## src/rtl/inv_mix_columns_iter.sv

```systemverilog
// Iterative AES InvMixColumns engine.
// Accepts one 128-bit state over a valid/ready handshake and transforms
// COLS_PER_CYCLE columns per clock. The result is held on a registered
// valid/ready output until it is consumed.
// Byte i of a state is bits [8i+7:8i]; column c holds bytes 4c..4c+3, and
// byte 4c+r is row r of that column.
module inv_mix_columns_iter #(
    parameter int COLS_PER_CYCLE = 1
) (
    input  logic         clk,
    input  logic         rst_n,
    input  logic         in_valid,
    output logic         in_ready,
    input  logic [127:0] data_in,
    output logic         out_valid,
    input  logic         out_ready,
    output logic [127:0] data_out,
    output logic         busy
);

    typedef enum logic [1:0] {
        ST_IDLE = 2'b00,
        ST_BUSY = 2'b01,
        ST_DONE = 2'b10
    } state_e;

    // Counter increment per BUSY cycle. For four columns per cycle this is
    // 0 mod 4, which is harmless because that single pass is also the last.
    localparam logic [1:0] CNT_STEP = 2'(COLS_PER_CYCLE);
    // Counter value at the start of the pass that finishes column 3.
    localparam logic [1:0] CNT_LAST = 2'(4 - COLS_PER_CYCLE);

    state_e       state_q;
    logic [1:0]   cnt_q;
    logic [127:0] work_q;
    logic [127:0] result_q;
    logic [127:0] result_d;
    logic         in_ready_q;
    logic         out_valid_q;
    logic         busy_q;
    logic         last_s;

    // GF(2^8) doubling under the polynomial x^8 + x^4 + x^3 + x + 1 (0x11B).
    function automatic logic [7:0] gf_dbl(input logic [7:0] x);
        gf_dbl = {x[6:0], 1'b0} ^ (x[7] ? 8'h1B : 8'h00);
    endfunction

    // 9x = 8x ^ x
    function automatic logic [7:0] gf_mul9(input logic [7:0] x);
        gf_mul9 = gf_dbl(gf_dbl(gf_dbl(x))) ^ x;
    endfunction

    // 11x = 8x ^ 2x ^ x
    function automatic logic [7:0] gf_mul11(input logic [7:0] x);
        gf_mul11 = gf_dbl(gf_dbl(gf_dbl(x))) ^ gf_dbl(x) ^ x;
    endfunction

    // 13x = 8x ^ 4x ^ x
    function automatic logic [7:0] gf_mul13(input logic [7:0] x);
        gf_mul13 = gf_dbl(gf_dbl(gf_dbl(x))) ^ gf_dbl(gf_dbl(x)) ^ x;
    endfunction

    // 14x = 8x ^ 4x ^ 2x
    function automatic logic [7:0] gf_mul14(input logic [7:0] x);
        gf_mul14 = gf_dbl(gf_dbl(gf_dbl(x))) ^ gf_dbl(gf_dbl(x)) ^ gf_dbl(x);
    endfunction

    // InvMixColumns of one column; row r sits in bits [8r+7:8r].
    function automatic logic [31:0] inv_mix_col(input logic [31:0] col);
        logic [7:0] a0;
        logic [7:0] a1;
        logic [7:0] a2;
        logic [7:0] a3;
        logic [7:0] o0;
        logic [7:0] o1;
        logic [7:0] o2;
        logic [7:0] o3;
        a0 = col[7:0];
        a1 = col[15:8];
        a2 = col[23:16];
        a3 = col[31:24];
        o0 = gf_mul14(a0) ^ gf_mul11(a1) ^ gf_mul13(a2) ^ gf_mul9(a3);
        o1 = gf_mul9(a0)  ^ gf_mul14(a1) ^ gf_mul11(a2) ^ gf_mul13(a3);
        o2 = gf_mul13(a0) ^ gf_mul9(a1)  ^ gf_mul14(a2) ^ gf_mul11(a3);
        o3 = gf_mul11(a0) ^ gf_mul13(a1) ^ gf_mul9(a2)  ^ gf_mul14(a3);
        inv_mix_col = {o3, o2, o1, o0};
    endfunction

    assign last_s = (cnt_q == CNT_LAST);

    // Column engine: transform the columns selected by the counter, keep the rest.
    always_comb begin
        logic [1:0] col_idx;
        col_idx  = 2'b00;
        result_d = result_q;
        for (int k = 0; k < COLS_PER_CYCLE; k++) begin
            col_idx = cnt_q + 2'(k);
            result_d[{col_idx, 5'b00000} +: 32] = inv_mix_col(work_q[{col_idx, 5'b00000} +: 32]);
        end
    end

    // Control FSM with registered handshake outputs and datapath registers.
    always_ff @(posedge clk or negedge rst_n) begin
        if (!rst_n) begin
            state_q     <= ST_IDLE;
            cnt_q       <= 2'd0;
            work_q      <= 128'd0;
            result_q    <= 128'd0;
            in_ready_q  <= 1'b1;
            out_valid_q <= 1'b0;
            busy_q      <= 1'b0;
        end else begin
            case (state_q)
                ST_IDLE: begin
                    if (in_valid && in_ready_q) begin
                        work_q     <= data_in;
                        cnt_q      <= 2'd0;
                        state_q    <= ST_BUSY;
                        in_ready_q <= 1'b0;
                        busy_q     <= 1'b1;
                    end else begin
                        state_q <= ST_IDLE;
                    end
                end
                ST_BUSY: begin
                    result_q <= result_d;
                    if (last_s) begin
                        // Column 3 is written on this edge: present the result.
                        cnt_q       <= 2'd0;
                        state_q     <= ST_DONE;
                        out_valid_q <= 1'b1;
                    end else begin
                        cnt_q <= cnt_q + CNT_STEP;
                    end
                end
                ST_DONE: begin
                    // Input is never accepted here; it waits for IDLE next cycle.
                    if (out_ready) begin
                        state_q     <= ST_IDLE;
                        out_valid_q <= 1'b0;
                        in_ready_q  <= 1'b1;
                        busy_q      <= 1'b0;
                    end else begin
                        state_q <= ST_DONE;
                    end
                end
                default: begin
                    // Unreachable encoding: recover to a clean idle state.
                    state_q     <= ST_IDLE;
                    cnt_q       <= 2'd0;
                    in_ready_q  <= 1'b1;
                    out_valid_q <= 1'b0;
                    busy_q      <= 1'b0;
                end
            endcase
        end
    end

    assign in_ready  = in_ready_q;
    assign out_valid = out_valid_q;
    assign busy      = busy_q;
    assign data_out  = result_q;

endmodule
```

## config.mk

```make
export PLATFORM = sky130hd
export DESIGN_NAME = inv_mix_columns_iter
export DESIGN_NICKNAME = d
export VERILOG_FILES = /design/src/rtl/inv_mix_columns_iter.sv
export SDC_FILE = /design/constraint.sdc
export NUM_CORES = 1
export LEC_CHECK = 0
export ABC_AREA = 1
export CAP_MARGIN = 10
export CORE_ASPECT_RATIO = 0.75
export CORE_MARGIN = 1
export CORE_UTILIZATION = 45
export DETAILED_ROUTE_END_ITERATION = 6
export PLACE_DENSITY = 0.8
export SKIP_CTS_REPAIR_TIMING = 1
export SLEW_MARGIN = 20
export SYNTH_ARGS = -nofsm -noshare
export SYNTH_HDL_FRONTEND = slang
export SYNTH_SLANG_ARGS = --single-unit
```

## constraint.sdc

```tcl
create_clock -name clk -period 8.1 [get_ports clk]
set_clock_uncertainty 0.2 [all_clocks]
set_input_delay 1.62 -clock clk [delete_from_list [all_inputs] [get_ports clk]]
set_output_delay 1.62 -clock clk [all_outputs]
set_load 0.01 [all_outputs]
```

==> Word-level counts from Yosys, hierarchy flattened <==
Cells that the tools add are included.
{ "op_classes": {"add_sub_neg": 2, "bitwise_logic": 51, "n_mux": 28, "shifts": 3, "eq_ne": 6, "reduce_logical": 6} }
{ "ops": {"columns": ["op", "count"], "rows": [
  ["$xor A8 B8 Y8", 40],
  ["$bwmux W128", 1],
  ["$shift A32 B9 Y128 const A", 1],
  ["$shiftx A128 B8 Y32", 1],
  ["$shiftx A32 B9 Y128", 1],
  ["$xor A8 B5 Y8", 8],
  ["$mux W5", 12],
  ["$pmux W2 S3", 2],
  ["$neg A7 Y9", 1],
  ["$pmux W1 S3", 3],
  ["$mux W2", 4],
  ["$mux W1", 6],
  ["$ne A2 B2 Y1 const B", 3],
  ["$reduce_and A3 Y1", 2],
  ["$eq A2 B2 Y1 const B", 2],
  ["$reduce_and A2 Y1", 2],
  ["$not A1 Y1", 3],
  ["$add A2 B1 Y2 const B", 1],
  ["$eq A2 B1 Y1 const B", 1],
  ["$logic_not A2 Y1", 1],
  ["$logic_and A1 B1 Y1", 1]
]} }
{ "word_totals": {"regBits": 263, "wordCells": 103, "input_bits": 132, "out_inout_bits": 131} }

==> Logic depth before layout (Yosys ltp) <==
{ "depth": {"word_depth": 14, "ltp_mapped": 22} }

==> Worst setup path after synthesis <==
No wires, ideal clock.
{ "synth_timing": {"path_type": "input to register", "from": "input in_valid", "to": "register work_q[0]", "t_arrival_ps": 2591, "path_stages": 6, "n_path_buf": 2, "slack_ps": 5243, "cell_sequence": "nand2_1 nor2_1 clkbuf_1 clkbuf_1 nand2_1 nand2_1"} }
{ "synth_between": {"elab_chain_cells": 2} }
{ "synth_lines": {"columns": ["element", "line", "rtl"], "rows": [
  ["start: declaration", "12", "input logic in_valid,"],
  ["$logic_and A1 B1 Y1", "115", "if (in_valid && in_ready_q) begin"],
  ["$reduce_and A2 Y1 (no source line)", null, null],
  ["end signal: assignment", "116", "work_q <= data_in;"],
  ["end: declaration", "35", "logic [127:0] work_q;"]
]} }
Every way passes these cells.
A chain may end at the register's enable or synchronous reset.

==> Worst setup path after layout <==
{ "layout_timing": {"from": "register cnt_q[1]", "to": "register result_q[20], in the netlist data_out[20]"} }
{ "layout_between": {"elab_chain_cells": 12, "word_cells_on_any_way": 65, "classes_between": "add/sub (1); shift (3); mux (13); bitwise (48)"} }
{ "layout_lines": {"columns": ["element", "line", "rtl"], "rows": [
  ["start: declaration", "34", "logic [1:0] cnt_q;"],
  ["start signal: assignment", "133", "cnt_q <= cnt_q + CNT_STEP;"],
  ["$shiftx A128 B8 Y32", "98", "result_d[{col_idx, 5'b00000} +: 32] = inv_mix_col(work_q[{col_idx, 5'b00000} +: 32]);"],
  ["$xor A8 B5 Y8 or $mux W5 (tied branches)", "45", "gf_dbl = {x[6:0], 1'b0} ^ (x[7] ? 8'h1B : 8'h00);"],
  ["$xor A8 B5 Y8 (tied with other cells)", "45", null],
  ["$mux W5 (tied with other cells)", "45", null],
  ["$xor A8 B8 Y8 or $xor A8 B5 Y8 (tied branches)", "45", null],
  ["$xor A8 B8 Y8, on equally long branches", "60, 65, 55", null],
  ["$xor A8 B8 Y8, on equally long branches", "65, 55, 60", null],
  ["$xor A8 B8 Y8, on equally long branches (3 in series)", null, null],
  ["$shiftx A32 B9 Y128", "98", null],
  ["$bwmux W128 *", "98", null],
  ["end signal: assignment", "126", "result_q <= result_d;"],
  ["end: declaration", "36", "logic [127:0] result_q;"]
]} }
Mark *: on every way between the ends. The rest lies on a longest branch, timed or not.

==> metrics.md <==
| Metric | Value |
|---|---|
| R2r startpoint | cnt_q[1] |
| CTS tree | built |
| Clock Tree Buf Depth | 3 |
| Clock Latency Late Sink | 0.56 ns |
| Die area | 0.0358 mm² |
| Synth cell types | 42 |
| Ys flop type | dfrtp_1 |
| Sequential area share after synthesis | 41.7% |
| Avg Cell Area, Syn | 7.34 µm² |
| Most common cell after layout, fill and taps aside | nand2_1 |
| Finished Layout Cells | 2830 |
| Pre-Repair DR Iteration Count | 7 |
| Post-synthesis cell area | 0.0158 mm² |
| Period minus WS final | 4.41 ns |
| Setup Viol. Count Final | 0 |
| # rows | 58 |
| Total Wirelength | 50200 µm |
| CP max-delay cell | inv_2 |
| Initial Util | 46.3% |
| Hold Path Depth | 2 |
| Final WS setup | 3.69 ns |
| Max-cap violations | 0 |
| Slew Limit Fails | 0 |
| Vias | 14800 |
| FILL cells | 3130 |
| Failing checks | DRC |
| Clk pin slew, worst setup/hold paths | 0.06 ns |
| I/O pins | 263 |
| Setup TNS | 0 ns |
| Root buffer cell | clkbuf_16 |
| Worst setup EP type | flop |
| Worst-path maximum fanout | 64 |
| Iteration-0 DRC Markers | 1565 |
| I/O Buffers | 262 |
| Post-DR wirelength/cell | 17.7 µm |
| Yosys reg bits | 263 |
| HP Start | work_q[99] |
| Cells on worst reg2reg path | 8 |
| Worst path max stage delay | 0.88 ns |
| GRT Util Overall | 28.4% |
| Critical Path RT | 8.37 ns |
| Initial antenna violation count | 0 |
| First-pass GRT wire length | 79000 µm |
| Number of cells on the critical path | 8 |
| Worst reg2reg endpoint | data_out[20] |
| Synth async-reset ratio | 100% |
| Worst relative slew slack | 24.7% |
| Met2 Use GR | 44.8% |
| Antenna diodes | 0 |
| Pre-CTS setup slack | 3.77 ns |
| Cts bufs inserted | 27 |
| Outcome | finished with violations |
| RSZ-0062 raised after global routing | no |
| Dpl hpwl | 36600 µm |
| Worst Setup Start Kind | flop |
| Final period util | 54.5% |
| Vias in the first global route | 14400 |
| Syn Inst Count | 2149 |
| Gr busiest metal | met2 |
| Post-route ant nets | 0 |
| Met3 usage | 4.30% |
| Clock sink count | 263 |
| Synthesized Nets | 2287 |
| CP delay by family, top | buffers and inverters |
| Commonest cells after routing, fill and taps aside | nand2_1 (1160), clkdlybuf4s50_1 (261), dfrtp_1 (260) |
| Die W | 218 µm |
| Crit path DAT | 4.69 ns |
| Total gr overflow | 0 |
| Placed insts | 2783 |
| Grt met1 use | 41.0% |
| Global placer's final weighted congestion | 0.971 |
| Area grow syn2layout | 23.2% |
| Worst Hold Path EP | work_q[99] |
| Buffer and inverter count on the worst path | 5 |
| Die Y-Extent | 164 µm |
| Worst slew pin tran | 1.12 ns |
| Final hold vios | 0 |
| CTS H-tree depth | 1 |
| Ys Warns | 0 |
| Largest net degree at the start of global routing | 150 |
| Total core area | 0.0340 mm² |
| Vias per cell | 5.23 |
| Final net count | 2500 |
| HP Class | reg2reg |
| Worst path cell trace | buf_4, inv_2, ha_1, inv_2, nor4_2, buf_4, inv_1, o21ai_1 |
| Max Clk Rate | 227 MHz |
| Post-synth EDFFs | 0 |
| # DRC | 1 |
| Share of cells above drive strength 1 | 9.83% |
| Setup CP Type | reg2reg |
| Reg2reg setup slack | 3.69 ns |
how the worst max path moves through the flow:
| stage | startpoint | to | slack, ns |
|---|---|---|---|
| 3_3_place_gp | cnt_q[1] | data_out[31] | 3.82 |
| 5_1_grt | cnt_q[1] | data_out[20] | 3.44 |
| 6_report | cnt_q[1] | data_out[20] | 3.69 |
| 3_5_place_dp | cnt_q[1] | data_out[31] | 3.77 |
| 4_1_cts | cnt_q[1] | data_out[31] | 3.75 |
| 2_1_floorplan | in_valid | work_q[0] | 5.24 |
final cells by class:
type	count	area, µm²	share of cell area (%)
clock buffers	37	743	3.83
clock inverters	10	67.6	0.348
well taps	450	563	2.90
repair buffers	275	2740	14.1
flip-flops and latches	263	6590	33.9
inverters	87	338	1.74
multi-input cells	1708	8380	43.2
cell families after synthesis:
group                      Yosys count  synth area share (%)
and+or+nand+nor                   1521                  41.8
DFF                                263                  41.7
buffers and inverters              178                  5.25
xor gates and xnor gates           137                  9.18
AOI/OAI and AO/OA                   44                  1.59
adders and majority gates            6                 0.476
state kept, by name, summed over array words and instances, names as in the netlist:
signal	flops
data_out	128
work_q	128
cnt_q	2
state_q	2
busy	1
in_ready	1
out_valid	1
metrics by stage:
| stage | instance area [µm²] | hold slack, ns | utilization (%) |
|---|---|---|---|
| after detailed placement | 18600 | 0.258 | 54.7 |
| after floorplan | 15800 | 0.242 | - |
| after global routing | 19400 | 0.287 | 57.1 |
| final | 19400 | 0.273 | 57.1 |
| after CTS | 19400 | 0.274 | 57.1 |
| after global placement | 18600 | 0.255 | 54.7 |
synthesized netlist by cell type, types with 2 or more instances:
cell	n	share of area, %
nand2_1	1160	28
dfrtp_1	262	42
nand3_1	158	5.0
nand2_2	73	2.9
inv_1	71	1.7
xor2_1	71	3.9
clkbuf_1	53	1.3
nand4_1	42	1.7
xnor2_1	39	2.2
nand2_4	23	1.6
nand3_2	22	1.4
nor2_1	22	0.52
o21ai_0	16	0.51
o21ai_1	15	0.48
inv_2	14	0.33
xor2_2	14	1.4
buf_2	11	0.35
buf_6	10	0.71
buf_4	9	0.43
xnor2_2	9	0.93
nor2_2	7	0.28
a22o_1	6	0.33
buf_1	6	0.14
ha_1	6	0.48
a21oi_1	4	0.13
nand3b_1	4	0.19
or2_1	4	0.16
xnor2_4	3	0.52
nor2_4	2	0.14
routing by layer:
metal  share of wire, %  up-vias  wire length [µm]
met5                  0        -                 0
met4                2.5        0              1260
met3                7.1       92              3540
met2                 45      553             22400
met1                 46     7061             22900
li1                   -     7088                 -
worst min-delay path: stages (launching register included):
cell	delay, ns
dfrtp_1	0.34
nand2_1	0.06
nand2_1	0.04
Power is not shown: default switching activity piles up to over one toggle a cycle in this logic, so the estimate is an artifact.
